--- config.mk ---
export PLATFORM = sky130hd
export DESIGN_NAME = fetch_unit
export DESIGN_NICKNAME = d
export VERILOG_FILES = /design/src/rtl/cpu_pkg.sv /design/src/rtl/irq_sync.sv /design/src/rtl/fetch_unit.sv
export SDC_FILE = /design/constraint.sdc
export NUM_CORES = 1
export LEC_CHECK = 0
export ABC_CLOCK_PERIOD_IN_PS = 5500
export CAP_MARGIN = 20
export CORE_MARGIN = 2
export CORE_UTILIZATION = 53
export CTS_BUF_LIST = sky130_fd_sc_hd__clkbuf_16
export CTS_CLUSTER_DIAMETER = 80
export CTS_CLUSTER_SIZE = 20
export DETAILED_ROUTE_END_ITERATION = 16
export PLACE_DENSITY_LB_ADDON = 0.25
export SLEW_MARGIN = 10
export SYNTH_ARGS = -nofsm -noshare
export SYNTH_HDL_FRONTEND = slang
export SYNTH_HIERARCHICAL = 1
export SYNTH_SLANG_ARGS = --single-unit
--- constraint.sdc ---
create_clock -name clk -period 5.5 [get_ports clk]
set_clock_uncertainty 0.15 [all_clocks]
set_input_delay 0.825 -clock clk [delete_from_list [all_inputs] [get_ports clk]]
set_output_delay 0.825 -clock clk [all_outputs]
set_load 0.02 [all_outputs]
--- src/rtl/cpu_pkg.sv ---
// Shared CPU definitions: fetch FSM states, default vectors, PCSrc/RegDst encodings.
package cpu_pkg;

    // Fetch-stage sequencing states
    typedef enum logic [2:0] {
        F_IDLE = 3'd0,
        F_REQ  = 3'd1,
        F_WAIT = 3'd2,
        F_HOLD = 3'd3,
        F_DROP = 3'd4
    } fetch_state_e;

    // Default control-flow vectors (bit 31 = supervisor)
    localparam logic [31:0] DEF_RESET_VEC = 32'h8000_0000;
    localparam logic [31:0] DEF_ILLOP_VEC = 32'h8000_0004;
    localparam logic [31:0] DEF_XADR_VEC  = 32'h8000_0008;

    // Next-PC source select shared with control
    typedef enum logic [1:0] {
        PCSRC_SEQ    = 2'd0,
        PCSRC_BRANCH = 2'd1,
        PCSRC_JUMP   = 2'd2,
        PCSRC_JR     = 2'd3
    } pcsrc_e;

    // Register-file destination select shared with control
    typedef enum logic [1:0] {
        REGDST_RT = 2'd0,
        REGDST_RD = 2'd1,
        REGDST_RA = 2'd2,
        REGDST_XP = 2'd3
    } regdst_e;

endpackage

--- src/rtl/irq_sync.sv ---
// Two-flop synchroniser for the asynchronous interrupt line (used with IRQ_SYNC_EN).
module irq_sync (
    input  logic clk,
    input  logic reset,
    input  logic irq_in,
    output logic irq_out
);

    logic meta_q;

    // Two-stage capture, cleared on reset
    always_ff @(posedge clk or negedge reset) begin
        if (!reset) begin
            meta_q  <= 1'b0;
            irq_out <= 1'b0;
        end else begin
            meta_q  <= irq_in;
            irq_out <= meta_q;
        end
    end

endmodule

--- src/rtl/fetch_unit.sv ---
// Instruction-fetch stage: PC, imem req/gnt/rvalid sequencing, IF/ID register,
// redirect / illegal-op trap / IRQ vectoring.
// Build option: define IRQ_SYNC_EN to pass irq through a 2-flop synchroniser.
module fetch_unit
    import cpu_pkg::*;
#(
    parameter int unsigned       ADDR_W    = 32,
    parameter int unsigned       DATA_W    = 32,
    parameter logic [ADDR_W-1:0] RESET_VEC = ADDR_W'(DEF_RESET_VEC),
    parameter logic [ADDR_W-1:0] ILLOP_VEC = ADDR_W'(DEF_ILLOP_VEC),
    parameter logic [ADDR_W-1:0] XADR_VEC  = ADDR_W'(DEF_XADR_VEC)
) (
    input  logic              clk,
    input  logic              reset,
    output logic              imem_req,
    output logic [ADDR_W-1:0] imem_addr,
    input  logic              imem_gnt,
    input  logic              imem_rvalid,
    input  logic [DATA_W-1:0] imem_rdata,
    input  logic              id_stall,
    input  logic              redir_valid,
    input  logic [ADDR_W-1:0] redir_target,
    input  logic              illop,
    input  logic              irq,
    output logic              if_valid,
    output logic [ADDR_W-1:0] if_pc,
    output logic [ADDR_W-1:0] if_pc_plus4,
    output logic [DATA_W-1:0] if_instr,
    output logic [ADDR_W-1:0] epc
);

    localparam int unsigned       MSB  = ADDR_W - 1;
    localparam logic [ADDR_W-2:0] INC4 = (ADDR_W-1)'(4);

    // Sequential increment leaves the supervisor bit untouched
    function automatic logic [ADDR_W-1:0] pc_inc(input logic [ADDR_W-1:0] pc);
        pc_inc = {pc[MSB], pc[MSB-1:0] + INC4};
    endfunction

    fetch_state_e      state_q, state_d;
    logic [ADDR_W-1:0] pc_q, pc_d;
    logic [ADDR_W-1:0] epc_d;
    logic [DATA_W-1:0] skid_q;
    logic              irq_s;
    logic              irq_take;
    logic              event_any;
    logic              in_flight;
    logic              resp;
    logic              flush;
    logic              load_if;
    logic              load_skid;

`ifdef IRQ_SYNC_EN
    irq_sync u_irq_sync (
        .clk     (clk),
        .reset   (reset),
        .irq_in  (irq),
        .irq_out (irq_s)
    );
`else
    assign irq_s = irq;
`endif

    assign imem_req  = (state_q == F_REQ);
    assign imem_addr = pc_q;

    // Next state, next PC and IF/ID load strobes; events pre-empt the normal flow
    always_comb begin
        state_d   = state_q;
        pc_d      = pc_q;
        epc_d     = epc;
        flush     = 1'b0;
        load_if   = 1'b0;
        load_skid = 1'b0;
        irq_take  = irq_s & ~pc_q[MSB];
        event_any = illop | irq_take | redir_valid;
        in_flight = (state_q == F_WAIT) || (state_q == F_DROP) ||
                    ((state_q == F_REQ) && imem_gnt);
        resp      = imem_rvalid && ((state_q == F_WAIT) || (state_q == F_DROP));

        if (event_any) begin
            flush = 1'b1;
            if (illop) begin
                pc_d  = ILLOP_VEC;
                epc_d = if_pc_plus4;
            end else if (irq_take) begin
                pc_d  = XADR_VEC;
                epc_d = pc_q;
            end else begin
                pc_d = redir_target;
            end
            // An accepted request still owes a response that must be swallowed
            state_d = (in_flight && !resp) ? F_DROP : F_REQ;
        end else begin
            unique case (state_q)
                F_IDLE: state_d = F_REQ;
                F_REQ:  if (imem_gnt) state_d = F_WAIT;
                F_WAIT: begin
                    if (imem_rvalid) begin
                        if (!id_stall) begin
                            load_if = 1'b1;
                            pc_d    = pc_inc(pc_q);
                            state_d = F_REQ;
                        end else begin
                            load_skid = 1'b1;
                            state_d   = F_HOLD;
                        end
                    end
                end
                F_HOLD: begin
                    if (!id_stall) begin
                        load_if = 1'b1;
                        pc_d    = pc_inc(pc_q);
                        state_d = F_REQ;
                    end
                end
                F_DROP: if (imem_rvalid) state_d = F_REQ;
                default: state_d = F_IDLE;
            endcase
        end
    end

    // State, PC, skid and trap-return registers
    always_ff @(posedge clk or negedge reset) begin
        if (!reset) begin
            state_q <= F_IDLE;
            pc_q    <= RESET_VEC;
            skid_q  <= '0;
            epc     <= '0;
        end else begin
            state_q <= state_d;
            pc_q    <= pc_d;
            epc     <= epc_d;
            if (load_skid) skid_q <= imem_rdata;
        end
    end

    // IF/ID register: load, hold under stall, or empty once decode has taken it
    always_ff @(posedge clk or negedge reset) begin
        if (!reset) begin
            if_valid    <= 1'b0;
            if_pc       <= '0;
            if_pc_plus4 <= pc_inc('0);
            if_instr    <= '0;
        end else if (flush) begin
            if_valid <= 1'b0;
        end else if (load_if) begin
            if_valid    <= 1'b1;
            if_pc       <= pc_q;
            if_pc_plus4 <= pc_inc(pc_q);
            if_instr    <= (state_q == F_HOLD) ? skid_q : imem_rdata;
        end else if (!id_stall) begin
            if_valid <= 1'b0;
        end
    end

endmodule
* Word-level counts from Yosys, hierarchy flattened
Cells that the tools add are included.
** Word-level totals
- Bits in registers :: 196
- Bits of input ports :: 72
- Output and inout bits :: 162
** Operators by class
- $add $sub $neg :: 1
- Equal/unequal tests :: 9
- Mux-type cells :: 29
- Bitwise gates (word level) :: 5
- Reductions and logical operators :: 13
** Operators by type and width (number)
- 2-to-1 mux 32 bit :: 7
- case mux 32 bit (2 select lines) :: 1
- adder 31 x 3 -> 31 bit, second input constant :: 1
- 2-to-1 mux 31 bit :: 1
- 2-to-1 mux 3 bit :: 6
- case mux 3 bit (5 select lines) :: 1
- 2-to-1 mux 1 bit :: 11
- inequality test 3 bit, second input constant :: 3
- == test 3 x 2 -> 1 bit, second input constant :: 2
- inequality test 3 x 1 -> 1 bit, second input constant :: 2
- AND reduction 2 bit :: 3
- AND reduction 4 bit :: 1
- == test 3 x 1 -> 1 bit, second input constant :: 1
- == test 3 bit, second input constant :: 1
- logical AND 1 bit :: 3
- zero test 3 bit :: 1
- nonzero test 3 bit :: 1
- logical OR 1 bit :: 2
- 2-to-1 mux 2 bit :: 1
- NOT 1 bit :: 2
- OR 1 bit :: 2
- case mux 1 bit (2 select lines) :: 1
- nonzero test 2 bit :: 1
- bitwise AND 1 bit :: 1
- zero test 1 bit :: 1

* Logic depth before layout (Yosys ltp)
- Depth after elaboration :: 7
- Gate-level depth with buffers :: 9
- Gate-level depth less buffers :: 6

* Worst setup path after synthesis
OpenSTA, ideal clock, no wires.
- Path kind :: input-to-reg
- Start :: in irq
- End :: reg skid_q[10]
- Setup time :: 0.125 ns
- Arrival time :: 2.317 ns
- Slack :: 2.908 ns
- Cell stages on the path :: 6
- Path through :: nor2b_1 nor2_1 nand2_1 nor4_4 buf_4 mux2_2
** Between the ends
- Cells in the longest elaborated chain, start to end :: 4
** Ends and longest elaborated chain
- start: declaration :: line fetch_unit.sv:24 : input logic irq,
- bitwise AND 1 bit :: line fetch_unit.sv:75 : irq_take = irq_s & ~pc_q[MSB];
- OR 1 bit (2 in a row) :: line fetch_unit.sv:76 : event_any = illop | irq_take | redir_valid;
- 2-to-1 mux 1 bit :: line fetch_unit.sv:81 : if (event_any) begin
- end signal: assignment :: line fetch_unit.sv:134 : if (load_skid) skid_q <= imem_rdata;
- end: declaration :: line fetch_unit.sv:43 : logic [DATA_W-1:0] skid_q;
Every way passes these cells.
A chain may end at the register's enable or synchronous reset.

* Worst setup path after layout
- Start :: in redir_valid
- End :: reg if_instr[27]
** Between the ends
- Cells in the longest elaborated chain, start to end :: 4
** Ends and longest elaborated chain
- start: declaration :: line fetch_unit.sv:21 : input logic redir_valid,
- OR 1 bit * :: line fetch_unit.sv:76
- 2-to-1 mux 1 bit :: line fetch_unit.sv:81
- NOT 1 bit (no line)
- AND reduction 2 bit (no line) *
- end signal: assignment :: line fetch_unit.sv:151 : if_instr <= (state_q == F_HOLD) ? skid_q : imem_rdata;
- end: declaration :: line fetch_unit.sv:28 : output logic [DATA_W-1:0] if_instr,
Mark *: on every way between the ends. The rest lies on a longest branch, timed or not.

==> key figures <==
Timing
  • Worst Slack Setup Final: 2.40 ns
  • Rel. slew slack: 30.6%
  • Slew @ Worst Pin: 1.04 ns
  • Max Clk Rate: 322 MHz
  • RSZ-0062 raised after global routing: false
  • Fin crit share: 56.4%
  • Final slew viol count: 0
  • Final Hold Viols: 0
  • Setup total negative slack: 0 ns
  • Final Setup Violations: 0
  • Tmin final: 3.10 ns

Yosys
  • Asr flop ratio synth: 100%
  • Number of synthesized register bits: 193
  • Fraction of the mapped netlist area in compound gates: 9.02%
  • Xor and xnor fraction of the mapped netlist area: 5.27%
  • Main synth FF type: dfrtp_1
  • Syn Nets: 964
  • Largest family of logic cells by synthesized area: simple AND/OR/NAND/NOR gates
  • Cell taking the most area after synthesis: dfrtp_1
  • Sequential area share after synthesis: 53.9%
  • EDFF count, synth: 0
  • Gate Count Post-Synth: 891
  • Post-synth top area share: 53.3%
  • Synth Area in Simple Gates: 16.2%
  • Mapped Area: 0.00897 sq mm
  • Yosys cell types: 50
  • Adder-cell share of the synthesized area: 0.139%
  • Mean Syn Cell Area: 10.1 sq um
  • Mux contribution to synthesized area: 11.4%
  • Top cells by area, synth: dfrtp_1, nand2_1, mux2i_1
  • Yosys warning count: 6

Route
  • DRT iter0 DRCs: 514
  • DR vias/cell: 5.41
  • Vias: 7106
  • Detail Route Antenna Nets: 0
  • Post-DR wirelength/cell: 17.6 um
  • Routed WL: 23100 um
  • Post-route DRC: 0
  • Pre-antenna DRT Iters: 7

Power
  • Switching Fraction: 31.2%
  • Pint: 2.79 mW
  • Maximum vdd drop: 0.245 mV
  • Lkg Pwr: 5.48 nW
  • NetSw: 1.27 mW
  • Logic pwr share: 25.3%
  • Clk network pwr share: 30.5%
  • PwrDens: 341 mW/mm^2
  • Sequential power share: 44.2%

Clocking
  • CTS max path bufs: 2
  • Root Buffer: clkbuf_16
  • Clock buffer count from CTS: 17
  • Worst-path clk slew: 0.07 ns
  • Clk_lat worst skew: 0.43 ns
  • Hold-fix buffers, CTS: 0
  • CTS Sinks: 193
  • Post_cts resized: 0
  • CTS tree: built
  • H-Tree Depth: 4
  • Post-CTS Setup Inserts: 0

GRT
  • Pin count of the biggest net entering global routing: 102
  • Vias in the first global route: 6964
  • Antenna violations before repair: 2
  • Gr usage total: 26.5%
  • GR Overflow Total: 0
  • Global-route wire length before repair: 37200 um

Placed design
  • GP Congestion: 0.837
  • PortBufs: 233
  • DP HPWL: 15700 um
  • Pre-CTS setup slack: 1.95 ns
  • DP Area: 0.0113 sq mm

Critical path
  • WP buf/inv: 2
  • CP Max Fanout: 80
  • Family with the most delay on the worst path: buffers and inverters
  • Worst EP arrival: 3.25 ns
  • Crit path max-delay cell type: clkdlybuf4s50_1
  • WP data required: 5.65 ns
  • Critical Path Source Type: primary input
  • CP cell instances: clkdlybuf4s50_1, nor3_1, nand2_4, buf_4, nand2_1, o21ai_0
  • Slowest stage delay, CP: 0.71 ns
  • Crit Path Class: primary input to flop
  • Crit end category: flop

Die
  • Row count: 47
  • Die extent in x: 134 um
  • Core box area: 0.0166 sq mm
  • Die area: 0.0180 sq mm
  • Top-level I/O count: 234
  • Die Y: 134 um
  • Initial Utilization: 54.1%

Run status
  • Status: finished, final reports clean

Cells and area
  • Filler instances: 1232
  • Nets: 1152
  • Area Overhead vs Synth: 32.9%
  • Share of cells above drive strength 1: 9.71%
  • Final Instance Area: 0.0119 sq mm

Hold path
  • Hold WC Path Type: primary input to asynchronous set/reset pin

Job
  • Max Cap Viol: 0
synth_stat cells (4+ instances only):
cell type,count
buf_2,21
clkbuf_1,38
mux2i_1,64
mux2_2,34
inv_1,5
nor2b_1,6
nor2_1,32
buf_4,8
o21ai_0,113
a21oi_1,27
nor3_1,7
dfrtp_1,191
nand2_1,204
xnor2_1,32
nor4_4,4
nand4_1,11
o21ai_1,5
nor3_2,6
buf_1,5
nand3_1,15
xor2_1,22
per-layer routing:
| metal | up-vias | GRT usage, % | wire length, um |
|---|---|---|---|
| met3 | 33 | 8.28 | 1800 |
| met4 | 2 | 8.48 | 481 |
| met2 | 255 | 43.0 | 11300 |
| met1 | 3452 | 34.1 | 9550 |
| met5 | - | 0 | 15 |
| li1 | 3364 | - | - |
kinds of logic after synthesis:
logic type / count (synthesis)
AOI/OAI and AO/OA: 155
xor gates and xnor gates: 54
adders and majority gates: 1
buffers and inverters: 81
DFF: 193
muxes: 98
and+or+nand+nor: 309
power groups by stage:
stage / clock network, mW / registers [mW] / logic, mW
6_report: 1.24 / 1.79 / 1.03
5_1_grt: 1.32 / 1.82 / 1.11
4_1_cts: 1.26 / 1.79 / 1.04
3_5_place_dp: 0 / 1.81 / 1.03
3_3_place_gp: 0 / 1.81 / 1.01
2_1_floorplan: 0 / 1.98 / 0.314
metrics by stage:
stage	cells	hold WS, ns	power (mW)	util [%]
after global placement	1280	0.309	2.82	68.3
final	1313	0.327	4.06	71.9
after global routing	1313	0.354	4.25	71.9
after floorplan	891	0.330	2.29	-
after detailed placement	1280	0.313	2.84	68.3
after CTS	1312	0.330	4.09	71.9
placed cells by master (no fill, tap or decap), types with 6 or more instances in the layout:
cell type,Yosys,layout
nor2_1,32,31
xnor2_1,32,32
clkbuf_16,0,17
nand2_1,204,202
nor2b_1,6,6
mux2_2,34,34
buf_4,8,12
clkdlybuf4s50_1,0,231
mux2i_1,64,64
dfrtp_1,191,191
nand3_1,15,15
nand4_1,11,11
xor2_1,22,22
nor3_2,6,7
a21oi_1,27,27
o21ai_0,113,113
nor3_1,7,6
final timing paths:
check,cells after the start,endpoint,start,slack [ns]
setup / recovery,6,if_instr[27],redir_valid,2.40
hold / removal,1,epc[12],reset,0.33
setup reg to reg,6,if_pc[13],state_q[2],2.76
hold reg to reg,2,if_pc[16],if_pc[16],0.33
max in group asynchronous,2,epc[26],reset,3.71
min in group clk,2,if_pc[16],if_pc[16],0.33
registers in the layout, summed over array words and instances, names as in the netlist:
register and cells:
epc 32, if_instr 32, if_pc 32, imem_addr 32, skid_q 32, if_pc_plus4 29
state_q 3, if_valid 1
worst register-to-register path, cell delays in order (launching register included):
cell      delay (ns)
dfrtp_1         0.45
nand2b_1        0.26
or2_1           0.60
nor3_2          0.63
buf_4           0.40
nand2_1         0.11
nand2_1         0.08
area by class of cell:
cell class	count	area [sq um]	area share (%)
diodes	1	2.50	0.0210
clock buffers	17	425	3.57
clock inverters	15	159	1.33
inverters	5	18.8	0.157
multi-input cells	617	3790	31.8
flip-flops and latches	193	4830	40.5
well taps	220	275	2.31
repair buffers	245	2420	20.3
Note: power is estimated with default switching activity, not from simulation.
